[src/rtl/control_sequencer.sv]
// Hardwired Moore control unit: fetch T0-T2, execute T3-T7, halt.
// Optional macro MEM_WAIT_EN stretches memory cycles until Mem_ready.
module control_sequencer #(
  parameter int OPW = 5,
  parameter logic [OPW-1:0] ALU_ADD = 5'b00011
) (
  input  logic           Clock,
  input  logic           clear,
  input  logic [31:0]    IR,
  input  logic           CON_FF,
  input  logic           Mem_ready,
  output logic           Run,
  output logic [OPW-1:0] opcode,
  output logic           Read, Write, IncPC,
  output logic           Gra, Grb, Grc, Rin, Rout, BAout,
  output logic           HIin, LOin, Yin, Zin, PCin, IRin, MARin, MDRin,
  output logic           Inportin, Outportin, CONin,
  output logic           HIout, LOout, Yout, Zhighout, Zlowout, PCout,
  output logic           MARout, MDRout, Inportout, Outportout, Cout,
  output logic [3:0]     o_dbg_state
);

  typedef enum logic [3:0] {
    RST, T0, T1, T2, T3, T4, T5, T6, T7, HALT
  } state_t;

  localparam logic [OPW-1:0] OP_LD   = 5'b00000;
  localparam logic [OPW-1:0] OP_LDI  = 5'b00001;
  localparam logic [OPW-1:0] OP_ST   = 5'b00010;
  localparam logic [OPW-1:0] OP_RLO  = 5'b00011;
  localparam logic [OPW-1:0] OP_RHI  = 5'b01011;
  localparam logic [OPW-1:0] OP_ADDI = 5'b01100;
  localparam logic [OPW-1:0] OP_BR   = 5'b10011;
  localparam logic [OPW-1:0] OP_JR   = 5'b10100;
  localparam logic [OPW-1:0] OP_HALT = 5'b11011;

  state_t         r_state;
  logic [OPW-1:0] w_op;
  logic           w_rtype, w_addi, w_ldi, w_ld, w_st, w_br, w_jr, w_halt;
  logic           w_long, w_stall, w_unused;

  assign w_op    = IR[31 -: OPW];
  assign w_rtype = (w_op >= OP_RLO) && (w_op <= OP_RHI);
  assign w_addi  = (w_op == OP_ADDI);
  assign w_ldi   = (w_op == OP_LDI);
  assign w_ld    = (w_op == OP_LD);
  assign w_st    = (w_op == OP_ST);
  assign w_br    = (w_op == OP_BR);
  assign w_jr    = (w_op == OP_JR);
  assign w_halt  = (w_op == OP_HALT);
  // Opcodes that continue past T3; everything else (nop, unlisted, jr) ends there.
  assign w_long  = w_rtype | w_addi | w_ldi | w_ld | w_st | w_br;
  assign o_dbg_state = r_state;

`ifdef MEM_WAIT_EN
  assign w_stall  = !Mem_ready && ((r_state == T1) ||
                                   (r_state == T6 && w_ld) ||
                                   (r_state == T7 && w_st));
  assign w_unused = ^IR[31-OPW:0];
`else
  assign w_stall  = 1'b0;
  assign w_unused = ^{IR[31-OPW:0], Mem_ready};
`endif

  always_ff @(posedge Clock or negedge clear) begin
    if (!clear) begin
      r_state <= RST;
    end else begin
      case (r_state)
        RST:  r_state <= T0;
        T0:   r_state <= T1;
        T1:   r_state <= w_stall ? T1 : T2;
        T2:   r_state <= T3;
        T3:   r_state <= w_halt ? HALT : (w_long ? T4 : T0);
        T4:   r_state <= T5;
        T5:   r_state <= (w_ld | w_st | w_br) ? T6 : T0;
        T6:   r_state <= w_stall ? T6 : (w_br ? T0 : T7);
        T7:   r_state <= w_stall ? T7 : T0;
        HALT: r_state <= HALT;
        default: r_state <= RST;
      endcase
    end
  end

  always_comb begin
    Run = 1'b0; opcode = '0;
    Read = 1'b0; Write = 1'b0; IncPC = 1'b0;
    Gra = 1'b0; Grb = 1'b0; Grc = 1'b0; Rin = 1'b0; Rout = 1'b0; BAout = 1'b0;
    HIin = 1'b0; LOin = 1'b0; Yin = 1'b0; Zin = 1'b0; PCin = 1'b0;
    IRin = 1'b0; MARin = 1'b0; MDRin = 1'b0; Inportin = 1'b0;
    Outportin = 1'b0; CONin = 1'b0;
    HIout = 1'b0; LOout = 1'b0; Yout = 1'b0; Zhighout = 1'b0; Zlowout = 1'b0;
    PCout = 1'b0; MARout = 1'b0; MDRout = 1'b0; Inportout = 1'b0;
    Outportout = 1'b0; Cout = 1'b0;
    case (r_state)
      T0: begin Run = 1'b1; PCout = 1'b1; MARin = 1'b1; IncPC = 1'b1; Zin = 1'b1; end
      T1: begin Run = 1'b1; Zlowout = 1'b1; PCin = 1'b1; Read = 1'b1; MDRin = 1'b1; end
      T2: begin Run = 1'b1; MDRout = 1'b1; IRin = 1'b1; end
      T3: begin
        Run = 1'b1;
        if (w_rtype || w_addi) begin
          Grb = 1'b1; Rout = 1'b1; Yin = 1'b1;
        end else if (w_ldi || w_ld || w_st) begin
          Grb = 1'b1; BAout = 1'b1; Yin = 1'b1;
        end else if (w_br) begin
          Gra = 1'b1; Rout = 1'b1; CONin = 1'b1;
        end else if (w_jr) begin
          Gra = 1'b1; Rout = 1'b1; PCin = 1'b1;
        end
      end
      T4: begin
        Run = 1'b1;
        if (w_rtype) begin
          Grc = 1'b1; Rout = 1'b1; Zin = 1'b1; opcode = w_op;
        end else if (w_addi || w_ldi || w_ld || w_st) begin
          Cout = 1'b1; Zin = 1'b1; opcode = ALU_ADD;
        end else if (w_br) begin
          PCout = 1'b1; Yin = 1'b1;
        end
      end
      T5: begin
        Run = 1'b1;
        if (w_rtype || w_addi || w_ldi) begin
          Zlowout = 1'b1; Gra = 1'b1; Rin = 1'b1;
        end else if (w_ld || w_st) begin
          Zlowout = 1'b1; MARin = 1'b1;
        end else if (w_br) begin
          Cout = 1'b1; Zin = 1'b1; opcode = ALU_ADD;
        end
      end
      T6: begin
        Run = 1'b1;
        if (w_ld) begin
          Read = 1'b1; MDRin = 1'b1;
        end else if (w_st) begin
          Gra = 1'b1; Rout = 1'b1; MDRin = 1'b1;
        end else if (w_br && CON_FF) begin
          Zlowout = 1'b1; PCin = 1'b1;
        end
      end
      T7: begin
        Run = 1'b1;
        if (w_ld) begin
          MDRout = 1'b1; Gra = 1'b1; Rin = 1'b1;
        end else if (w_st) begin
          Write = 1'b1;
        end
      end
      default: ;
    endcase
  end

endmodule
[config.mk]
export PLATFORM = sky130hd
export DESIGN_NAME = control_sequencer
export DESIGN_NICKNAME = d
export VERILOG_FILES = /design/src/rtl/control_sequencer.sv
export SDC_FILE = /design/constraint.sdc
export NUM_CORES = 1
export LEC_CHECK = 0
export ABC_AREA = 1
export CORE_ASPECT_RATIO = 0.8
export CORE_MARGIN = 10
export CORE_UTILIZATION = 26
export DETAILED_ROUTE_END_ITERATION = 6
export GPL_ROUTABILITY_DRIVEN = 0
export PLACE_DENSITY_LB_ADDON = 0.3
export SLEW_MARGIN = 10
export SYNTH_ARGS = -nofsm -noshare
export SYNTH_HDL_FRONTEND = slang
export SYNTH_SLANG_ARGS = --single-unit
[constraint.sdc]
create_clock -name Clock -period 1.5 [get_ports Clock]
set_input_delay 0.45 -clock Clock [delete_from_list [all_inputs] [get_ports Clock]]
set_output_delay 0.45 -clock Clock [all_outputs]
set_load 0.05 [all_outputs]
==> impl_metrics.yaml, run 1 <==
setup_path:
  cp-startpoint: "o_dbg_state[1]"
  timing.rr.start: "o_dbg_state[1]"
  arrival_ns: 1.59
  critPathKind: "register to primary output"
  worstSetupEndpointType: "primary output"
  timing.critical_path.fanout_max: 6
  worstSetupStartpointType: "register"
  worst-endpoint-required_ns: 1.05
die:
  io_pins: 77
  die_area_sq_um: 5310
  core_footprint_sq_um: 2720
  effective_utilization_at_floorplan: 0.266
  fp-row-count: 17
  die_w_um: 79.0
  die_outline_height_um: 67.2
grt:
  grt_pass1_wl_mm: 6.06
  global_router_s_overall_resource_usage: 0.142
  grt_start_max_net_pins: 7
  grt_remaining_overflow: 0
  first_global_vias: 1242
  antenna_found_initial: 0
timing:
  clock-skew-final_ns: 0.000261
  report.final.hold_viol_count: 0
  post-route-min-period_ns: 2.04
  unrepaired_setup_endpoints_after_global_routing: "yes"
  highest_attainable_clock_frequency_ghz: 0.489
  setup-violations-final: 26
  layout_worst_path_cycle_share: 1.36
  final.setup.worst_slack_ns: -0.543
  timing_max_transition_violations_final: 0
power_and_ir_drop:
  switching_share: 0.526
  peakVddDrop_v: 0.000910
  leakage_uw: 0.00104
  clockPowerShare: 0.034
  p_seq_frac: 0.078
  power.net_switching_uw: 2050
  power_per_cell_area_nw_per_um2: 1780
  power.internal_uw: 1840
  power_frac_comb: 0.888
synthesis:
  synth_cells: 125
  syn_area_sq_um: 724
  synthDistinctLibCells: 21
  synth-seq-area-share: 0.138
  yosys_register_bits: 4
  ys.warnings.count: 0
  postSynthAreaPerCell_sq_um: 5.80
route:
  dr.first_iter.drc_count: 67
  via_count: 1191
  post-route-drc-count: 0
  pre_repair_dr_iteration_count: 4
  drt_wl_total_mm: 4.06
  via_per_inst: 4.76
  postRouteAntennaNets: 0
  detail_route.wl_per_cell_um: 16.2
clock_tree:
  tritoncts: "done"
  cts-root-to-sink-buffers: 2
  insertion_delay_ns: 0.23
  clock_sink_count: 4
  cts_inserted_buffers: 3
  htree_levels: 1
  cts_hold_buffers: 0
  clock_pin_slew_on_the_worst_setup_and_hold_paths_ns: 0.04
  clk_root_buffer_cell: "sky130_fd_sc_hd__clkbuf_4"
status:
  violated_checks: "negative setup slack"
  outcome: "finished with violations"
layout:
  layout-drive-gt1-share: 0.774
  largest_register_ff_count: 4
  stdcell_count: 250
  layout.filler_cells: 166
  synthToLayoutAreaGrowth_pct: 202
  fin_nets: 250
  num_antenna_cells: 0
  post-route-util: 0.804
hold_path:
  hold_path.class: "input pin to asynchronous set/reset pin"
job:
  drv_cap: 0
place:
  detailedPlacementHpwl_mm: 2.66
  post-place-cells: 230
  port-buffer-count: 36
==> area by class of cell <==
class	instances	area, sq um	area share
timing repair buffer	85	1070	0.491
inverter	20	98.8	0.0451
clock buffer	3	22.5	0.0103
multi-input combinational	100	838	0.383
sequential	4	108	0.0491
tap	38	47.5	0.0217
==> routing by layer <==
layer	vias up	track usage	share of wire
met5	-	0	0
met4	0	0.0469	0.044
met3	17	0.0451	0.063
met2	53	0.285	0.56
met1	567	0.136	0.33
li1	554	-	-
==> stage by stage <==
| stage | worst slack, ns | hold slack [ns] | TNS [ns] | total power (uW) | instance area, sq um |
|---|---|---|---|---|---|
| floorplan | -0.616 | 0.154 | -8.24 | 1800 | 935 |
| global placement | -0.834 | 0.658 | -18.35 | 3230 | 1800 |
| detailed placement | -0.878 | 0.660 | -19.45 | 3280 | 1800 |
| CTS | -0.497 | 0.414 | -10.57 | 3640 | 2050 |
| global route | -0.598 | 0.427 | -13.00 | 4030 | 2190 |
| finish | -0.543 | 0.417 | -11.46 | 3890 | 2190 |
==> path summary, 6_finish.rpt <==
path,slack (ns),cells after the start,to
worst min-delay path,0.42,1,o_dbg_state[1]
worst max register to register,0.07,6,o_dbg_state[3]
worst max-delay path,-0.54,6,Rout
worst min register to register,0.75,3,o_dbg_state[3]
min in group Clock,0.58,3,o_dbg_state[3]
max in group asynchronous,0.90,1,o_dbg_state[1]
==> power groups by stage <==
stage | Combinational (uW) | Sequential (uW) | Clock (uW)
2_1_floorplan | 1390 | 416 | 0
3_3_place_gp | 2960 | 267 | 0
3_5_place_dp | 3000 | 275 | 0
4_1_cts | 3210 | 285 | 138
5_1_grt | 3570 | 309 | 147
6_report | 3450 | 303 | 132
==> worst max-delay path, stage by stage, from the launching register on <==
cell and delay [ns]:
sky130_fd_sc_hd__dfrtp_4 0.54, sky130_fd_sc_hd__nor2_4 0.18, sky130_fd_sc_hd__nand2_2 0.14, sky130_fd_sc_hd__inv_2 0.14
sky130_fd_sc_hd__o21ai_1 0.10, sky130_fd_sc_hd__nand2_2 0.11, sky130_fd_sc_hd__buf_12 0.14
==> kinds of logic (layout without fill, tap and decap cells) <==
logic type | count (synthesis) | after routing | share of synthesized area
other | 1 | 12 | 0.00518
and+or+nand+nor | 78 | 78 | 0.547
DFF | 4 | 4 | 0.138
buffers and inverters | 32 | 108 | 0.228
AOI/OAI and AO/OA | 10 | 10 | 0.0812
==> cell usage after synthesis <==
cell type | count | share of area
sky130_fd_sc_hd__nand2_2 | 6 | 0.052
sky130_fd_sc_hd__o211ai_1 | 2 | 0.021
sky130_fd_sc_hd__nor2_2 | 4 | 0.035
sky130_fd_sc_hd__nand4_1 | 4 | 0.035
sky130_fd_sc_hd__a21oi_1 | 2 | 0.014
sky130_fd_sc_hd__inv_2 | 9 | 0.047
sky130_fd_sc_hd__nor3_2 | 1 | 0.014
sky130_fd_sc_hd__o21ai_2 | 1 | 0.012
sky130_fd_sc_hd__nor2_4 | 2 | 0.031
sky130_fd_sc_hd__nand2_1 | 30 | 0.16
sky130_fd_sc_hd__conb_1 | 1 | 0.0052
sky130_fd_sc_hd__nor2_8 | 1 | 0.028
sky130_fd_sc_hd__buf_4 | 12 | 0.12
sky130_fd_sc_hd__o21ai_1 | 2 | 0.014
sky130_fd_sc_hd__o21ai_0 | 3 | 0.021
sky130_fd_sc_hd__nand3_2 | 1 | 0.014
sky130_fd_sc_hd__nand2_4 | 1 | 0.016
sky130_fd_sc_hd__nand3_1 | 14 | 0.097
sky130_fd_sc_hd__inv_1 | 11 | 0.057
sky130_fd_sc_hd__nor2_1 | 14 | 0.073
sky130_fd_sc_hd__dfrtp_1 | 4 | 0.14
==> repair_timing <==
item                                    4_1_cts  5_1_grt
pin swaps                                    19       14
buffers inserted                             10        7
hold endpoints to repair                      0        0
gates resized for setup                      68       21
endpoints found under the setup margin       29       27
==> layout by cell type (no fill, tap or decap), types with 2 or more instances in the layout <==
cell type	n
sky130_fd_sc_hd__nand3_2	3
sky130_fd_sc_hd__buf_4	33
sky130_fd_sc_hd__nand2_4	13
sky130_fd_sc_hd__o21ai_4	4
sky130_fd_sc_hd__nor2_2	3
sky130_fd_sc_hd__clkbuf_4	3
sky130_fd_sc_hd__buf_12	30
sky130_fd_sc_hd__nand4_1	4
sky130_fd_sc_hd__buf_2	3
sky130_fd_sc_hd__nor2_1	5
sky130_fd_sc_hd__nand3_1	4
sky130_fd_sc_hd__clkinvlp_4	3
sky130_fd_sc_hd__conb_1	12
sky130_fd_sc_hd__dfrtp_2	3
sky130_fd_sc_hd__a21oi_1	2
sky130_fd_sc_hd__nand2_2	13
sky130_fd_sc_hd__inv_1	4
sky130_fd_sc_hd__buf_6	17
sky130_fd_sc_hd__nor2_4	12
sky130_fd_sc_hd__nand2_1	11
sky130_fd_sc_hd__inv_2	8
sky130_fd_sc_hd__nand3_4	8
sky130_fd_sc_hd__clkdlybuf4s50_1	2
sky130_fd_sc_hd__inv_4	5
sky130_fd_sc_hd__o211ai_1	2
No activity file was read; power rests on OpenSTA's default activity.
==> run 2: changes to the inputs <==
--- a/config.mk
+++ b/config.mk
@@ -8,7 +8,8 @@
 export ABC_AREA = 1
 export CORE_ASPECT_RATIO = 0.8
 export CORE_MARGIN = 10
-export CORE_UTILIZATION = 26
+export CORE_UTILIZATION = 31
+export CTS_BUF_LIST = sky130_fd_sc_hd__clkbuf_8
 export DETAILED_ROUTE_END_ITERATION = 6
 export GPL_ROUTABILITY_DRIVEN = 0
 export PLACE_DENSITY_LB_ADDON = 0.3
==> constraint.sdc (replaced) <==
create_clock -name Clock -period 2.6 [get_ports Clock]
set_input_delay 0.78 -clock Clock [delete_from_list [all_inputs] [get_ports Clock]]
set_output_delay 0.78 -clock Clock [all_outputs]
set_load 0.05 [all_outputs]
==> impl_metrics.yaml, run 2 (synthesized netlist as in run 1, its figures left out) <==
status:
  outcome: "finished with violations"
  violated_checks: "negative setup slack"
grt:
  antenna_found_initial: 0
  grt_remaining_overflow: 0
  grt_pass1_wl_mm: 5.06
  grt_start_max_net_pins: 8
  first_global_vias: 1071
  global_router_s_overall_resource_usage: 0.130
die:
  die_outline_height_um: 63.2
  effective_utilization_at_floorplan: 0.330
  io_pins: 77
  die_w_um: 74.0
  core_footprint_sq_um: 2200
  fp-row-count: 15
  die_area_sq_um: 4680
clock_tree:
  clock_sink_count: 4
  cts-root-to-sink-buffers: 2
  htree_levels: 1
  cts_inserted_buffers: 3
  clock_pin_slew_on_the_worst_setup_and_hold_paths_ns: 0.04
  insertion_delay_ns: 0.22
  clk_root_buffer_cell: "sky130_fd_sc_hd__clkbuf_8"
  tritoncts: "done"
power_and_ir_drop:
  power.net_switching_uw: 970
  leakage_uw: 0.000884
  clockPowerShare: 0.082
  power.internal_uw: 724
  power_frac_comb: 0.831
  power_per_cell_area_nw_per_um2: 1020
  switching_share: 0.573
  p_seq_frac: 0.088
  peakVddDrop_v: 0.000855
route:
  detail_route.wl_per_cell_um: 16.6
  postRouteAntennaNets: 0
  via_count: 1065
  drt_wl_total_mm: 3.51
  via_per_inst: 5.02
  dr.first_iter.drc_count: 75
  post-route-drc-count: 0
  pre_repair_dr_iteration_count: 4
setup_path:
  crit_top_cell: "sky130_fd_sc_hd__nand3_2"
  cp_cell_sequence: "buf_8 -> nor2_4 -> nand3_4 -> buf_4 -> nand3_2 -> nand2_1 -> nand3_2 -> buf_12"
  critPathKind: "input pin to primary output"
  worstSetupEndpointType: "primary output"
  worstSetupStartpointType: "input pin"
  worst_path_max_delay_cell: "sky130_fd_sc_hd__nor2_4"
  cp_slowest_stage_delay_ns: 0.20
  arrival_ns: 1.82
  worst-endpoint-required_ns: 1.82
  timing.critical_path.fanout_max: 4
timing:
  layout_worst_path_cycle_share: 1.00
  setup-violations-final: 1
  highest_attainable_clock_frequency_ghz: 0.385
  slew_headroom: 0.650
  timing_max_transition_violations_final: 0
  fin_setup_tns_ns: -0.000636
  final.setup.worst_slack_ns: -0.000636
  post-route-min-period_ns: 2.60
  unrepaired_setup_endpoints_after_global_routing: "yes"
  worst_slew_pin_slew_ns: 0.523
  clock-skew-final_ns: 0.00154
  report.final.hold_viol_count: 0
layout:
  largest_register_ff_count: 4
  layout_commonest_cell: "sky130_fd_sc_hd__nand2_1"
  num_antenna_cells: 0
  layout-drive-gt1-share: 0.567
  post-route-util: 0.758
  synthToLayoutAreaGrowth_pct: 130
  mostFrequentLayoutCells: "23 x sky130_fd_sc_hd__nand2_1, 22 x sky130_fd_sc_hd__buf_12, 22 x sky130_fd_sc_hd__buf_4, 12 x sky130_fd_sc_hd__conb_1, 10 x sky130_fd_sc_hd__inv_1"
  fin_nets: 224
place:
  port-buffer-count: 36
  detailedPlacementHpwl_mm: 2.39
hold_path:
  hold_path.class: "register to register"
job:
  drv_cap: 0
==> run 2: final timing paths <==
kind	slack, ns	endpoint	cells past startpoint	start
setup / recovery	-0.0006	Zin	8	IR[30]
hold / removal	0.74	o_dbg_state[3]	3	o_dbg_state[2]
setup reg to reg	1.17	o_dbg_state[3]	5	o_dbg_state[1]
hold reg to reg	0.74	o_dbg_state[3]	3	o_dbg_state[2]
max in group asynchronous	1.65	o_dbg_state[2]	1	clear
min in group asynchronous	0.77	o_dbg_state[0]	1	clear
==> run 2: power groups by stage <==
| stage | Sequential (uW) | Clock, uW | Combinational, uW |
|---|---|---|---|
| 6_report | 148 | 138 | 1410 |
| 3_5_place_dp | 140 | 0 | 1350 |
| 3_3_place_gp | 139 | 0 | 1340 |
| 2_1_floorplan | 223 | 0 | 689 |
| 4_1_cts | 141 | 138 | 1400 |
| 5_1_grt | 151 | 144 | 1480 |
==> run 2: cell type report <==
class,instances,area (sq um)
clock buffers,3,41.3
clock inverters,1,3.75
fillers,146,532
inverters,20,82.6
multi-input cells,100,622
flip-flops and latches,4,101
well taps,25,31.3
repair buffers,59,782
==> run 2: routing by layer <==
metal | wire length (um) | track usage | vias to the layer above
li1 | - | - | 495
met1 | 1390 | 0.157 | 504
met2 | 1800 | 0.214 | 58
met3 | 272 | 0.0376 | 8
met4 | 48 | 0.0419 | 0
met5 | 0 | 0 | -
==> run 2: repair_timing <==
| action | in CTS | in global routing |
|---|---|---|
| buffers inserted | 8 | 3 |
| endpoints found under the setup margin | 22 | 17 |
| hold buffers | 0 | 0 |
| pin swaps | 14 | 16 |
| resized for setup | 39 | 29 |
==> run 2: worst max-delay path: cells and delay by family <==
family        cells  cell delay (ns)
buf+inv           3             0.41
simple gates      5             0.63
==> run 2: stage by stage <==
step                cell area [sq um]  instances  hold slack, ns  setup WS [ns]  power (uW)
floorplan                         781        136           0.484        -0.0240         912
global placement                 1410        198           0.692         -0.357        1480
detailed placement               1410        198           0.699         -0.393        1490
CTS                              1580        210           0.717         0.0172        1680
global route                     1660        212           0.778        -0.0650        1770
finish                           1660        212           0.735      -0.000636        1690
==> run 3: changes to the inputs <==
--- a/config.mk
+++ b/config.mk
@@ -9,7 +9,7 @@
 export CORE_ASPECT_RATIO = 0.8
 export CORE_MARGIN = 10
 export CORE_UTILIZATION = 31
-export CTS_BUF_LIST = sky130_fd_sc_hd__clkbuf_8
+export CTS_BUF_LIST = sky130_fd_sc_hd__clkbuf_4 sky130_fd_sc_hd__clkbuf_8
 export DETAILED_ROUTE_END_ITERATION = 6
 export GPL_ROUTABILITY_DRIVEN = 0
 export PLACE_DENSITY_LB_ADDON = 0.3
==> impl_metrics.yaml, run 3 (synthesized netlist as in run 1, its figures left out) <==
status:
  outcome: "finished clean"
route:
  post-route-drc-count: 0
  detail_route.wl_per_cell_um: 17.1
  dr.first_iter.drc_count: 72
  pre_repair_dr_iteration_count: 4
  drt_wl_total_mm: 3.63
  postRouteAntennaNets: 0
  via_count: 1099
  via_per_inst: 5.18
die:
  die_outline_height_um: 63.2
  fp-row-count: 15
  core_footprint_sq_um: 2200
  die_area_sq_um: 4680
  effective_utilization_at_floorplan: 0.330
  die_w_um: 74.0
  io_pins: 77
layout:
  summed_area_of_non_filler_cells_in_the_final_layout_sq_um: 1640
  largest_register_ff_count: 4
  fin_nets: 224
  synthToLayoutAreaGrowth_pct: 126
  layout_commonest_cell: "sky130_fd_sc_hd__nand2_1"
  num_antenna_cells: 0
  post-route-util: 0.745
  mostFrequentLayoutCells: "24 x sky130_fd_sc_hd__nand2_1, 22 x sky130_fd_sc_hd__buf_12, 22 x sky130_fd_sc_hd__buf_4, 12 x sky130_fd_sc_hd__conb_1"
  layout-drive-gt1-share: 0.561
  stdcell_count: 212
grt:
  antenna_found_initial: 0
  first_global_vias: 1107
  grt_remaining_overflow: 0
  global_router_s_overall_resource_usage: 0.133
  grt_pass1_wl_mm: 5.13
  grt_start_max_net_pins: 8
clock_tree:
  cts-root-to-sink-buffers: 2
  cts_inserted_buffers: 3
  insertion_delay_ns: 0.24
  tritoncts: "done"
  clock_pin_slew_on_the_worst_setup_and_hold_paths_ns: 0.04
  clk_root_buffer_cell: "sky130_fd_sc_hd__clkbuf_4"
  clock_sink_count: 4
  cts_hold_buffers: 0
  htree_levels: 1
timing:
  worst_slew_pin_slew_ns: 0.524
  post-route-min-period_ns: 2.59
  unrepaired_setup_endpoints_after_global_routing: "yes"
  fin_setup_tns_ns: 0
  setup-violations-final: 0
  highest_attainable_clock_frequency_ghz: 0.386
  timing_max_transition_violations_final: 0
  layout_worst_path_cycle_share: 0.995
  slew_headroom: 0.650
  report.final.hold_viol_count: 0
  clock-skew-final_ns: 0.000156
setup_path:
  worstSetupStartpointType: "input pin"
  worst-endpoint-required_ns: 1.82
  critPathKind: "input pin to primary output"
  worstSetupEndpointType: "primary output"
  timing.critical_path.fanout_max: 3
  arrival_ns: 1.81
place:
  port-buffer-count: 36
  detailedPlacementHpwl_mm: 2.39
  post-place-cells: 198
  placement.cell_area_sq_um: 1410
hold_path:
  hold_path.class: "register to register"
power_and_ir_drop:
  leakage_uw: 0.000867
  peakVddDrop_v: 0.000782
  power_per_cell_area_nw_per_um2: 1010
job:
  drv_cap: 0
==> run 3: cell count changes in the layout (fill, tap and decap cells not counted) <==
cell	before	now
sky130_fd_sc_hd__clkbuf_4	0	4
sky130_fd_sc_hd__clkbuf_8	3	0
sky130_fd_sc_hd__inv_1	10	9
sky130_fd_sc_hd__nand2_1	23	24
sky130_fd_sc_hd__nand2_4	5	4
sky130_fd_sc_hd__nand3_1	8	9
sky130_fd_sc_hd__nand3_2	6	5
==> run 3: final timing paths <==
| kind | from | endpoint | slack (ns) | cells after the start |
|---|---|---|---|---|
| hold / removal | o_dbg_state[2] | o_dbg_state[0] | 0.74 | 3 |
| max in group asynchronous | clear | o_dbg_state[2] | 1.65 | 1 |
| setup reg to reg | o_dbg_state[1] | o_dbg_state[3] | 1.10 | 5 |
| hold reg to reg | o_dbg_state[2] | o_dbg_state[0] | 0.74 | 3 |
| min in group asynchronous | clear | o_dbg_state[0] | 0.76 | 1 |
| setup / recovery | IR[27] | PCin | 0.01 | 6 |
==> run 3: metrics by stage <==
stage	setup WS [ns]	hold slack, ns	total power (uW)
after global routing	-0.0706	0.764	1730
after global placement	-0.357	0.692	1480
after floorplan	-0.0240	0.484	912
final	0.0120	0.739	1660
after detailed placement	-0.393	0.699	1490
after CTS	0.0172	0.718	1640
==> run 3: report_power, final <==
part,internal (uW),switching [uW],total [uW]
sequential,90.3,60.4,151
combinational,529,879,1410
clock,68.2,29.2,97.4
total,688,968,1660
==> run 3: area by class of cell <==
cell class / instances / area [sq um]
clock buffer: 4 / 30.0
fill: 158 / 559
multi-input combinational: 100 / 609
timing repair buffer: 59 / 782
tap: 25 / 31.3
inverter: 20 / 82.6
sequential: 4 / 101
==> run 3: critical path, stage by stage <==
cell and delay [ns]:
sky130_fd_sc_hd__buf_8 0.10, sky130_fd_sc_hd__buf_6 0.11, sky130_fd_sc_hd__nor2_4 0.14, sky130_fd_sc_hd__nand4_1 0.16
sky130_fd_sc_hd__o211ai_1 0.30, sky130_fd_sc_hd__clkbuf_16 0.23
==> run 3: timing repair <==
action	CTS	global route
hold endpoints to repair	0	0
setup buffers	8	3
pin swaps	14	16
resized for setup	39	26
endpoints found under the setup margin	22	17
==> run 3: routing by layer <==
| metal | routed length [um] | vias to the layer above | global-route usage | share of wire |
|---|---|---|---|---|
| li1 | - | 500 | - | - |
| met1 | 1380 | 505 | 0.154 | 0.38 |
| met2 | 1780 | 78 | 0.219 | 0.49 |
| met3 | 315 | 16 | 0.0407 | 0.087 |
| met4 | 162 | 0 | 0.0535 | 0.045 |
| met5 | 0 | - | 0 | 0 |
